**src/rtl/regfile_sb_if.sv**
```systemverilog
// Bus bundle for regfile_sb: read ports, writeback, issue/scoreboard and debug access.
// The master (decode/writeback/debug side) drives addresses and strobes; the slave is the register file.
interface regfile_sb_if #(
  parameter int XLEN = 32,
  parameter int NREG = 32,
  parameter int AW   = $clog2(NREG),
  parameter int NRD  = 2
);
  logic [NRD*AW-1:0]   rd_addr;
  logic [NRD*XLEN-1:0] rd_data;
  logic [NRD-1:0]      rd_busy;
  logic                wr_en;
  logic [AW-1:0]       wr_addr;
  logic [XLEN-1:0]     wr_data;
  logic                iss_en;
  logic [AW-1:0]       iss_addr;
  logic                flush;
  logic [AW-1:0]       dbg_addr;
  logic [XLEN-1:0]     dbg_data;
  logic                pend_any;
  logic                sb_err;

  modport master (
    output rd_addr, wr_en, wr_addr, wr_data, iss_en, iss_addr, flush, dbg_addr,
    input  rd_data, rd_busy, dbg_data, pend_any, sb_err
  );

  modport slave (
    input  rd_addr, wr_en, wr_addr, wr_data, iss_en, iss_addr, flush, dbg_addr,
    output rd_data, rd_busy, dbg_data, pend_any, sb_err
  );
endinterface

```
**src/rtl/regfile_sb.sv**
```systemverilog
// Integer register file with write-to-read bypass and a per-register pending-write scoreboard.
// x0 is hard-wired zero; the scoreboard counts issued-but-not-written-back destinations.
module regfile_sb #(
  parameter int XLEN = 32,
  parameter int NREG = 32,
  parameter int AW   = $clog2(NREG),
  parameter int NRD  = 2,
  parameter int PW   = 2
) (
  input logic          clk,
  input logic          rst,
  regfile_sb_if.slave  bus
);

  localparam logic [PW-1:0] CNT_MAX  = {PW{1'b1}};
  localparam logic [PW-1:0] CNT_ZERO = {PW{1'b0}};
  localparam logic [PW-1:0] CNT_ONE  = {{(PW-1){1'b0}}, 1'b1};
  localparam logic [AW-1:0] ADDR_X0  = {AW{1'b0}};

  logic [XLEN-1:0]     mem_r     [NREG];
  logic [PW-1:0]       cnt_r     [NREG];
  logic [PW-1:0]       cnt_nxt_s [NREG];
  logic                iss_hit_s [NREG];
  logic                wr_hit_s  [NREG];
  logic                err_s;
  logic                sb_err_r;
  logic                pend_s;
  logic [AW-1:0]       ra_s      [NRD];
  logic [NRD*XLEN-1:0] rd_data_s;
  logic [NRD-1:0]      rd_busy_s;

  // Decode which register the issue and writeback strobes address this cycle
  always_comb begin
    for (int r = 0; r < NREG; r++) begin
      if (r == 0) begin
        iss_hit_s[r] = 1'b0;
        wr_hit_s[r]  = 1'b0;
      end else begin
        iss_hit_s[r] = bus.iss_en && (bus.iss_addr == AW'(r));
        wr_hit_s[r]  = bus.wr_en && (bus.wr_addr == AW'(r));
      end
    end
  end

  // Next pending count per register; saturating at both ends flags a scoreboard error
  always_comb begin
    err_s = 1'b0;
    for (int r = 0; r < NREG; r++) begin
      cnt_nxt_s[r] = cnt_r[r];
      if ((r == 0) || bus.flush) begin
        cnt_nxt_s[r] = CNT_ZERO;
      end else begin
        case ({iss_hit_s[r], wr_hit_s[r]})
          2'b10: begin
            if (cnt_r[r] == CNT_MAX) begin
              err_s = 1'b1;
            end else begin
              cnt_nxt_s[r] = cnt_r[r] + CNT_ONE;
            end
          end
          2'b01: begin
            if (cnt_r[r] == CNT_ZERO) begin
              err_s = 1'b1;
            end else begin
              cnt_nxt_s[r] = cnt_r[r] - CNT_ONE;
            end
          end
          default: cnt_nxt_s[r] = cnt_r[r];
        endcase
      end
    end
  end

  // Register array; x0 is never written so it stays zero from reset
  always_ff @(posedge clk or negedge rst) begin
    if (!rst) begin
      for (int r = 0; r < NREG; r++) begin
        mem_r[r] <= {XLEN{1'b0}};
      end
    end else if (bus.wr_en && (bus.wr_addr != ADDR_X0)) begin
      mem_r[bus.wr_addr] <= bus.wr_data;
    end else begin
      mem_r[0] <= {XLEN{1'b0}};
    end
  end

  // Pending-write counters
  always_ff @(posedge clk or negedge rst) begin
    if (!rst) begin
      for (int r = 0; r < NREG; r++) begin
        cnt_r[r] <= CNT_ZERO;
      end
    end else begin
      for (int r = 0; r < NREG; r++) begin
        cnt_r[r] <= cnt_nxt_s[r];
      end
    end
  end

  // Sticky error flag; a flush cycle suppresses counter effects and hence errors
  always_ff @(posedge clk or negedge rst) begin
    if (!rst) begin
      sb_err_r <= 1'b0;
    end else if (err_s) begin
      sb_err_r <= 1'b1;
    end else begin
      sb_err_r <= sb_err_r;
    end
  end

  // Read ports with writeback bypass; the last in-flight write arriving now clears busy
  always_comb begin
    rd_data_s = {(NRD*XLEN){1'b0}};
    rd_busy_s = {NRD{1'b0}};
    for (int k = 0; k < NRD; k++) begin
      ra_s[k] = bus.rd_addr[k*AW +: AW];
      if (!rst || (ra_s[k] == ADDR_X0)) begin
        rd_data_s[k*XLEN +: XLEN] = {XLEN{1'b0}};
        rd_busy_s[k]              = 1'b0;
      end else if (bus.wr_en && (bus.wr_addr == ra_s[k])) begin
        rd_data_s[k*XLEN +: XLEN] = bus.wr_data;
        rd_busy_s[k]              = (cnt_r[ra_s[k]] != CNT_ZERO) && (cnt_r[ra_s[k]] != CNT_ONE);
      end else begin
        rd_data_s[k*XLEN +: XLEN] = mem_r[ra_s[k]];
        rd_busy_s[k]              = (cnt_r[ra_s[k]] != CNT_ZERO);
      end
    end
  end

  // Any register with an outstanding write
  always_comb begin
    pend_s = 1'b0;
    for (int r = 0; r < NREG; r++) begin
      if (cnt_r[r] != CNT_ZERO) begin
        pend_s = 1'b1;
      end else begin
        pend_s = pend_s;
      end
    end
  end

  assign bus.rd_data  = rd_data_s;
  assign bus.rd_busy  = rd_busy_s;
  assign bus.dbg_data = mem_r[bus.dbg_addr];
  assign bus.pend_any = pend_s;
  assign bus.sb_err   = sb_err_r;

endmodule

```
**src/flat_wrapper.sv**
```systemverilog
// flat-port wrapper written by rule: the top's interface ports become plain ports
module regfile_sb_flat 
#(
  parameter int XLEN = 32,
  parameter int NREG = 32,
  parameter int AW   = $clog2(NREG),
  parameter int NRD  = 2,
  parameter int PW   = 2
)
  (clk, rst, bus_rd_addr, bus_wr_en, bus_wr_addr, bus_wr_data, bus_iss_en, bus_iss_addr, bus_flush, bus_dbg_addr, bus_rd_data, bus_rd_busy, bus_dbg_data, bus_pend_any, bus_sb_err);
  regfile_sb_if #(.XLEN(XLEN), .NREG(NREG), .AW(AW), .NRD(NRD)) bus_i ();
  input logic clk;
  input logic rst;
  input wire logic [$bits(bus_i.rd_addr)-1:0] bus_rd_addr;
  input wire logic [$bits(bus_i.wr_en)-1:0] bus_wr_en;
  input wire logic [$bits(bus_i.wr_addr)-1:0] bus_wr_addr;
  input wire logic [$bits(bus_i.wr_data)-1:0] bus_wr_data;
  input wire logic [$bits(bus_i.iss_en)-1:0] bus_iss_en;
  input wire logic [$bits(bus_i.iss_addr)-1:0] bus_iss_addr;
  input wire logic [$bits(bus_i.flush)-1:0] bus_flush;
  input wire logic [$bits(bus_i.dbg_addr)-1:0] bus_dbg_addr;
  output wire logic [$bits(bus_i.rd_data)-1:0] bus_rd_data;
  output wire logic [$bits(bus_i.rd_busy)-1:0] bus_rd_busy;
  output wire logic [$bits(bus_i.dbg_data)-1:0] bus_dbg_data;
  output wire logic [$bits(bus_i.pend_any)-1:0] bus_pend_any;
  output wire logic [$bits(bus_i.sb_err)-1:0] bus_sb_err;
  assign bus_i.rd_addr = bus_rd_addr;
  assign bus_i.wr_en = bus_wr_en;
  assign bus_i.wr_addr = bus_wr_addr;
  assign bus_i.wr_data = bus_wr_data;
  assign bus_i.iss_en = bus_iss_en;
  assign bus_i.iss_addr = bus_iss_addr;
  assign bus_i.flush = bus_flush;
  assign bus_i.dbg_addr = bus_dbg_addr;
  assign bus_rd_data = bus_i.rd_data;
  assign bus_rd_busy = bus_i.rd_busy;
  assign bus_dbg_data = bus_i.dbg_data;
  assign bus_pend_any = bus_i.pend_any;
  assign bus_sb_err = bus_i.sb_err;
  regfile_sb #(.XLEN(XLEN), .NREG(NREG), .AW(AW), .NRD(NRD), .PW(PW)) u_core (.clk(clk), .rst(rst), .bus(bus_i));
endmodule
```
**config.mk**
```make
export PLATFORM = sky130hd
export DESIGN_NAME = regfile_sb_flat
export DESIGN_NICKNAME = d
export VERILOG_FILES = /design/src/rtl/regfile_sb_if.sv /design/src/rtl/regfile_sb.sv /design/src/flat_wrapper.sv
export SDC_FILE = /design/constraint.sdc
export NUM_CORES = 2
export LEC_CHECK = 0
export ABC_CLOCK_PERIOD_IN_PS = 4900
export BUFFER_PORTS_ARGS = -buffer_cell sky130_fd_sc_hd__buf_2
export CAP_MARGIN = 15
export CORE_MARGIN = 4
export CORE_UTILIZATION = 30
export CTS_CLUSTER_SIZE = 40
export DETAILED_ROUTE_END_ITERATION = 16
export PLACE_DENSITY = 0.52
export SYNTH_ARGS = -nofsm -noshare
export SYNTH_HDL_FRONTEND = slang
export SYNTH_SLANG_ARGS = --single-unit
```
**constraint.sdc**
```tcl
create_clock -name clk -period 4.9 [get_ports clk]
set_input_delay 0.49 -clock clk [delete_from_list [all_inputs] [get_ports clk]]
set_output_delay 0.49 -clock clk [all_outputs]
set_load 0.005 [all_outputs]
```
Word level (Yosys, flattened, before mapping)
Index checks and enable logic that the tools add are counted. Widths: inputs -> output; s select.

Flip-flop bits (word level): 1087. Logic and storage cells: 862. Input port bits: 62.

Reduce and logical (&&, ||, !) cells: 200. Add/subtract/negate cells: 62. Eq/ne operators: 221. Bitwise operators: 4. Mux-type cells: 306. Order comparisons: 5.

Operators by type and width (count): $bwmux 1024 (1); $bmux 32 s5 (3); $mux 32 (12); $mux 2 (97); $ne 3x3->1 const B (62); $demux 32 s5 (1); $eq 5x5->1 const B (32); $mux 1 (128); $eq 2x2->1 const B (62); $pmux 2 s2 (31); $reduce_and 3->1 (31); $reduce_bool 3->1 (31); $eq 5x4->1 const B (16); $logic_and 1x1->1 (68); $reduce_bool 2->1 (33); $add 2x1->2 const B (31); $eq 2x1->1 const B (31); $logic_not 2->1 (31); $pmux 1 s2 (31); $sub 2x1->2 const B (31); $eq 5x3->1 const B (8); $ge 6x6->1 const B (4); $not 5->6 (4); $bmux 2 s5 (2); 9 further kinds (17).

Logic depth before layout (Yosys ltp)
Depth after elaboration: 95. Depth in mapped cells: 12. Mapped depth without buffers: 10.

Worst setup path after synthesis
Ideal clock, no wire load.

Path type: input to register. From: input port bus_wr_en. To: register u_core.sb_err_r, in the netlist u_core.bus.sb_err. Required time: 4.814 ns. Library setup time: 0.086 ns. Setup slack: 1.826 ns. Stages: 12. Buffers on the path: 3. Arrival: 2.988 ns. Path through: clkbuf_1 -> nand2_1 -> or2_2 -> clkbuf_1 -> nor2_1 -> buf_2 -> ha_1 -> or3b_2 -> a21oi_1 -> nor3_1 -> and4_1 -> a32oi_1.

Longest elaborated chain between the ends: 94. Elaborated cells on any way between the ends: 215. Those cells by class: eq/ne (62); mux (122); reduce/logical (31).

RTL lines: start, declared (line flat_wrapper.sv:15) `input wire logic [$bits(bus_i.wr_en)-1:0] bus_wr_en;`; $logic_and 1x1->1 (line regfile_sb.sv:40) `wr_hit_s[r] = bus.wr_en && (bus.wr_addr == AW'(r));`; $eq 2x1->1 / $eq 2x2->1 (equally long branches) (line regfile_sb.sv:53) `case ({iss_hit_s[r], wr_hit_s[r]})`; $pmux 1 s2 (line regfile_sb.sv:53); $mux 1 (line regfile_sb.sv:50) `if ((r == 0) || bus.flush) begin`; $mux 1 (on tied branches) (line regfile_sb.sv:62, regfile_sb.sv:55); $pmux 1 s2 (line regfile_sb.sv:53); $mux 1 (line regfile_sb.sv:50); $mux 1 (on tied branches) (line regfile_sb.sv:62, regfile_sb.sv:55); (+78 left out); $pmux 1 s2 (line regfile_sb.sv:53); $mux 1 (line regfile_sb.sv:50); $mux 1 (on tied branches) (line regfile_sb.sv:62, regfile_sb.sv:55); $pmux 1 s2 (line regfile_sb.sv:53); $mux 1 (line regfile_sb.sv:50); $mux 1 (on tied branches) (line regfile_sb.sv:62, regfile_sb.sv:55); $pmux 1 s2 (line regfile_sb.sv:53); $mux 1 * (line regfile_sb.sv:50); end signal, assigned (line regfile_sb.sv:107) `sb_err_r <= sb_err_r;`; end, declared (line regfile_sb.sv:26) `logic sb_err_r;`.

Every way passes the cells marked *; elsewhere a longest branch is shown, timed or not. A chain may end at the register's enable or synchronous reset.

Worst setup path after layout
From: input port rst. To: output port bus_rd_data[1].

Longest elaborated chain between the ends: 3.

RTL lines: start, declared (line flat_wrapper.sv:13) `input logic rst;`; $logic_not 1->1 (no source line); $logic_or 1x1->1 (line regfile_sb.sv:117) `if (!rst || (ra_s[k] == ADDR_X0)) begin`; $mux 32 (line regfile_sb.sv:117); end, declared (line flat_wrapper.sv:22) `output wire logic [$bits(bus_i.rd_data)-1:0] bus_rd_data;`.

No other way between the ends.

==> results_dict.tcl <==
set metrics [dict create \
    period_share 0.824 \
    cts_buffers 133 \
    ys_ff_latch 1087 \
    p_total_mw 29.6 \
    ys_warn_count 0 \
    die_x_um 491 \
    fmax_mhz 248 \
    clock_latency_ns 0.80 \
    cts_max_path_buffers 3 \
    synthCells 5121 \
    worst_pin_slew_ns 1.22 \
    seq_area_um2 27200 \
    ys.flop_type "dfrtp_1" \
    drc 0 \
    crit_arrival_ns 3.55 \
    status "finished clean" \
    setup_tns_ns 0 \
    cts_root_buffer "clkbuf_16" \
    start_util 0.301 \
    path_class "primary input to output port" \
    synthesis.area_um2 70000 \
    cts_resized 0 \
    yosys-top-cells-area "dfrtp_1, mux4_2, mux2_2, mux2i_1, clkbuf_1" \
    cp-end-kind "output port" \
    cts_sinks 1087 \
    core-area_um2 233000 \
    grt_pass1_vias 50400 \
    r2r_slack_ns 2.66 \
    wirelength_um 275000 \
    synthTopCellsByCount "dfrtp_1, mux2_2, mux4_2" \
    p_per_area_nw_per_um2 374 \
    synth-seq-area-share 0.388 \
    nNetsFinal 5179 \
    fillers 22600 \
    setup_viol 0 \
    ys_types 66 \
    port_buffers 161 \
    grt_max_degree 156 \
    synth_top_cell_by_area "dfrtp_1" \
    r2r_end "u_core.bus.sb_err$_DFFE_PN0P_" \
    synth_top_area_share 0.388 \
    routedWlPerCell_um 33.5 \
    viasPerCell 6.09 \
    ant_nets 0 \
    rsz0062_at_grt "false" \
    slew_violations 0 \
    period_needed_ns 4.04 \
    synth-edff-count 0 \
    dr.pass1.iters 5 \
    maxCapViolCount 0 \
    hpwl_um 161000 \
    synth_most_common_cell "dfrtp_1" \
    async_reset_ff_frac 1.00 \
    critPathLaunch "rst" \
    holdCritPathClass "primary input to register" \
    fp-row-count 177 \
    h-tree-depth 4 \
    crit_fanout 36 \
    r2r-start "u_core.cnt_r[26]$_DFFE_PN0P_" \
    synth.avg_cell_area_um2 13.7 \
    start_kind "primary input" \
    worst_ep_required_time_ns 4.41 \
    worstHoldStart "bus_flush" \
    grt_pass1_wl_um 392000 \
    multi_input_area_um2 40500 \
    initialDrtViolationCount 5633 \
    grt_overflow_total 0 \
    syn_to_final_growth_pct 12.9 \
    ios 162 \
    fp.dieH_um 491 \
    p_leak_nw 33.3 \
    place_congestion 0.848 \
    crit_end "bus_rd_data[1]" \
    vias 49900 \
    synth_nets 5245 \
    track_usage 0.224 \
    fin_worst_skew_ns 0.0165 \
    irDropWorstVdd_uv 393 \
    antenna_found_initial 21 \
    cts.clk_slew.worst_paths_ns 0.06 \
    slew_headroom 0.185 \
    die_area_um2 241000 \
    drive_gt1_frac 0.472 \
    hold_viol_final 0 \
    worst_r2r_path_depth 5 \
    cts_tree "built" \
    holdWs_ns 0.275 \
]
metrics by stage:
step | util | setup WS [ns] | area, µm² | instances
floorplan | - | 1.83 | 70000 | 5121
global placement | 0.321 | 0.994 | 74500 | 7962
detailed placement | 0.321 | 1.01 | 74500 | 7962
CTS | 0.340 | 0.897 | 79000 | 8187
global route | 0.340 | 0.780 | 79000 | 8189
finish | 0.340 | 0.864 | 79100 | 8195
flip-flops by register name, indices dropped and copies added, names as in the netlist:
signal and flops:
u_core.cnt_r 62, u_core.mem_r 1024, u_core.bus.sb_err 1
placed cells by master, fill, tap and decap left out, types with 68 or more instances in the layout:
master | netlist | routed
a21oi_1 | 133 | 133
nand2_1 | 188 | 171
mux4_2 | 759 | 759
mux2_2 | 1063 | 1063
nor2_1 | 133 | 115
buf_2 | 117 | 147
nor2b_1 | 71 | 68
dfrtp_1 | 1087 | 1087
clkbuf_16 | 0 | 138
inv_1 | 77 | 76
buf_4 | 11 | 143
mux2i_1 | 311 | 311
worst max-delay path, cell delays in order:
cell           delay (ns)
dlygate4sd3_1        0.63
buf_8                0.34
nand3_4              0.48
buf_4                0.40
a221oi_1             0.24
o21ai_0              0.27
nand3_1              0.18
o32a_1               0.27
buf_2                0.16
worst min path at each step:
stage / endpoint / slack, ns / cells past startpoint
2_1_floorplan: u_core.bus.sb_err$_DFFE_PN0P_ / 0.19 / 0
3_3_place_gp: u_core.cnt_r[34]$_DFFE_PN0P_ / 0.42 / 1
3_5_place_dp: u_core.cnt_r[34]$_DFFE_PN0P_ / 0.42 / 1
4_1_cts: u_core.cnt_r[49]$_DFFE_PN0P_ / 0.25 / 2
5_1_grt: u_core.cnt_r[34]$_DFFE_PN0P_ / 0.29 / 2
6_report: u_core.cnt_r[47]$_DFFE_PN0P_ / 0.28 / 2
timing repair:
item / CTS / global route
setup buffers: 0 / 0
hold buffers: 1 / 0
hold endpoints to repair: 27 / 0
where the power goes:
| part | leakage, nW | internal [mW] | switching [mW] | total, mW |
|---|---|---|---|---|
| sequential | 14.0 | 10.6 | 1.59 | 12.2 |
| clock | 2.20 | 6.29 | 4.16 | 10.5 |
| combinational | 17.1 | 4.07 | 2.89 | 6.96 |
| total | 33.3 | 21.0 | 8.64 | 29.6 |
cell type report:
class	instances	share of cell area
antenna	8	0.000253
sequential	1087	0.344
timing repair buffer	337	0.0339
clock buffer	182	0.0486
multi-input combinational	3416	0.513
clock inverter	42	0.00823
tap	3043	0.0482
inverter	80	0.00388
metal layers:
layer,share of wire,wire length [µm],up-vias,global-route usage
met3,0.072,19700,601,0.0421
met5,0.00012,32,-,0
met1,0.41,111000,27000,0.294
li1,-,-,19900,-
met4,0.051,14000,6,0.103
met2,0.47,130000,2425,0.358
kinds of logic (layout without fill, tap and decap cells):
| kind of cell | after synthesis | in the layout | synth area share |
|---|---|---|---|
| multiplexers | 2134 | 2134 | 0.460 |
| flip-flops | 1087 | 1087 | 0.388 |
| AND/OR/NAND/NOR | 681 | 681 | 0.0499 |
| buffers and inverters | 618 | 641 | 0.0373 |
| AO/OA/AOI/OAI | 522 | 522 | 0.0516 |
| adder cells (fa/ha/maj) | 62 | 62 | 0.0111 |
| XOR/XNOR | 17 | 17 | 0.00213 |
| other | 0 | 8 | 0 |
(Power assumes the default switching activity.)
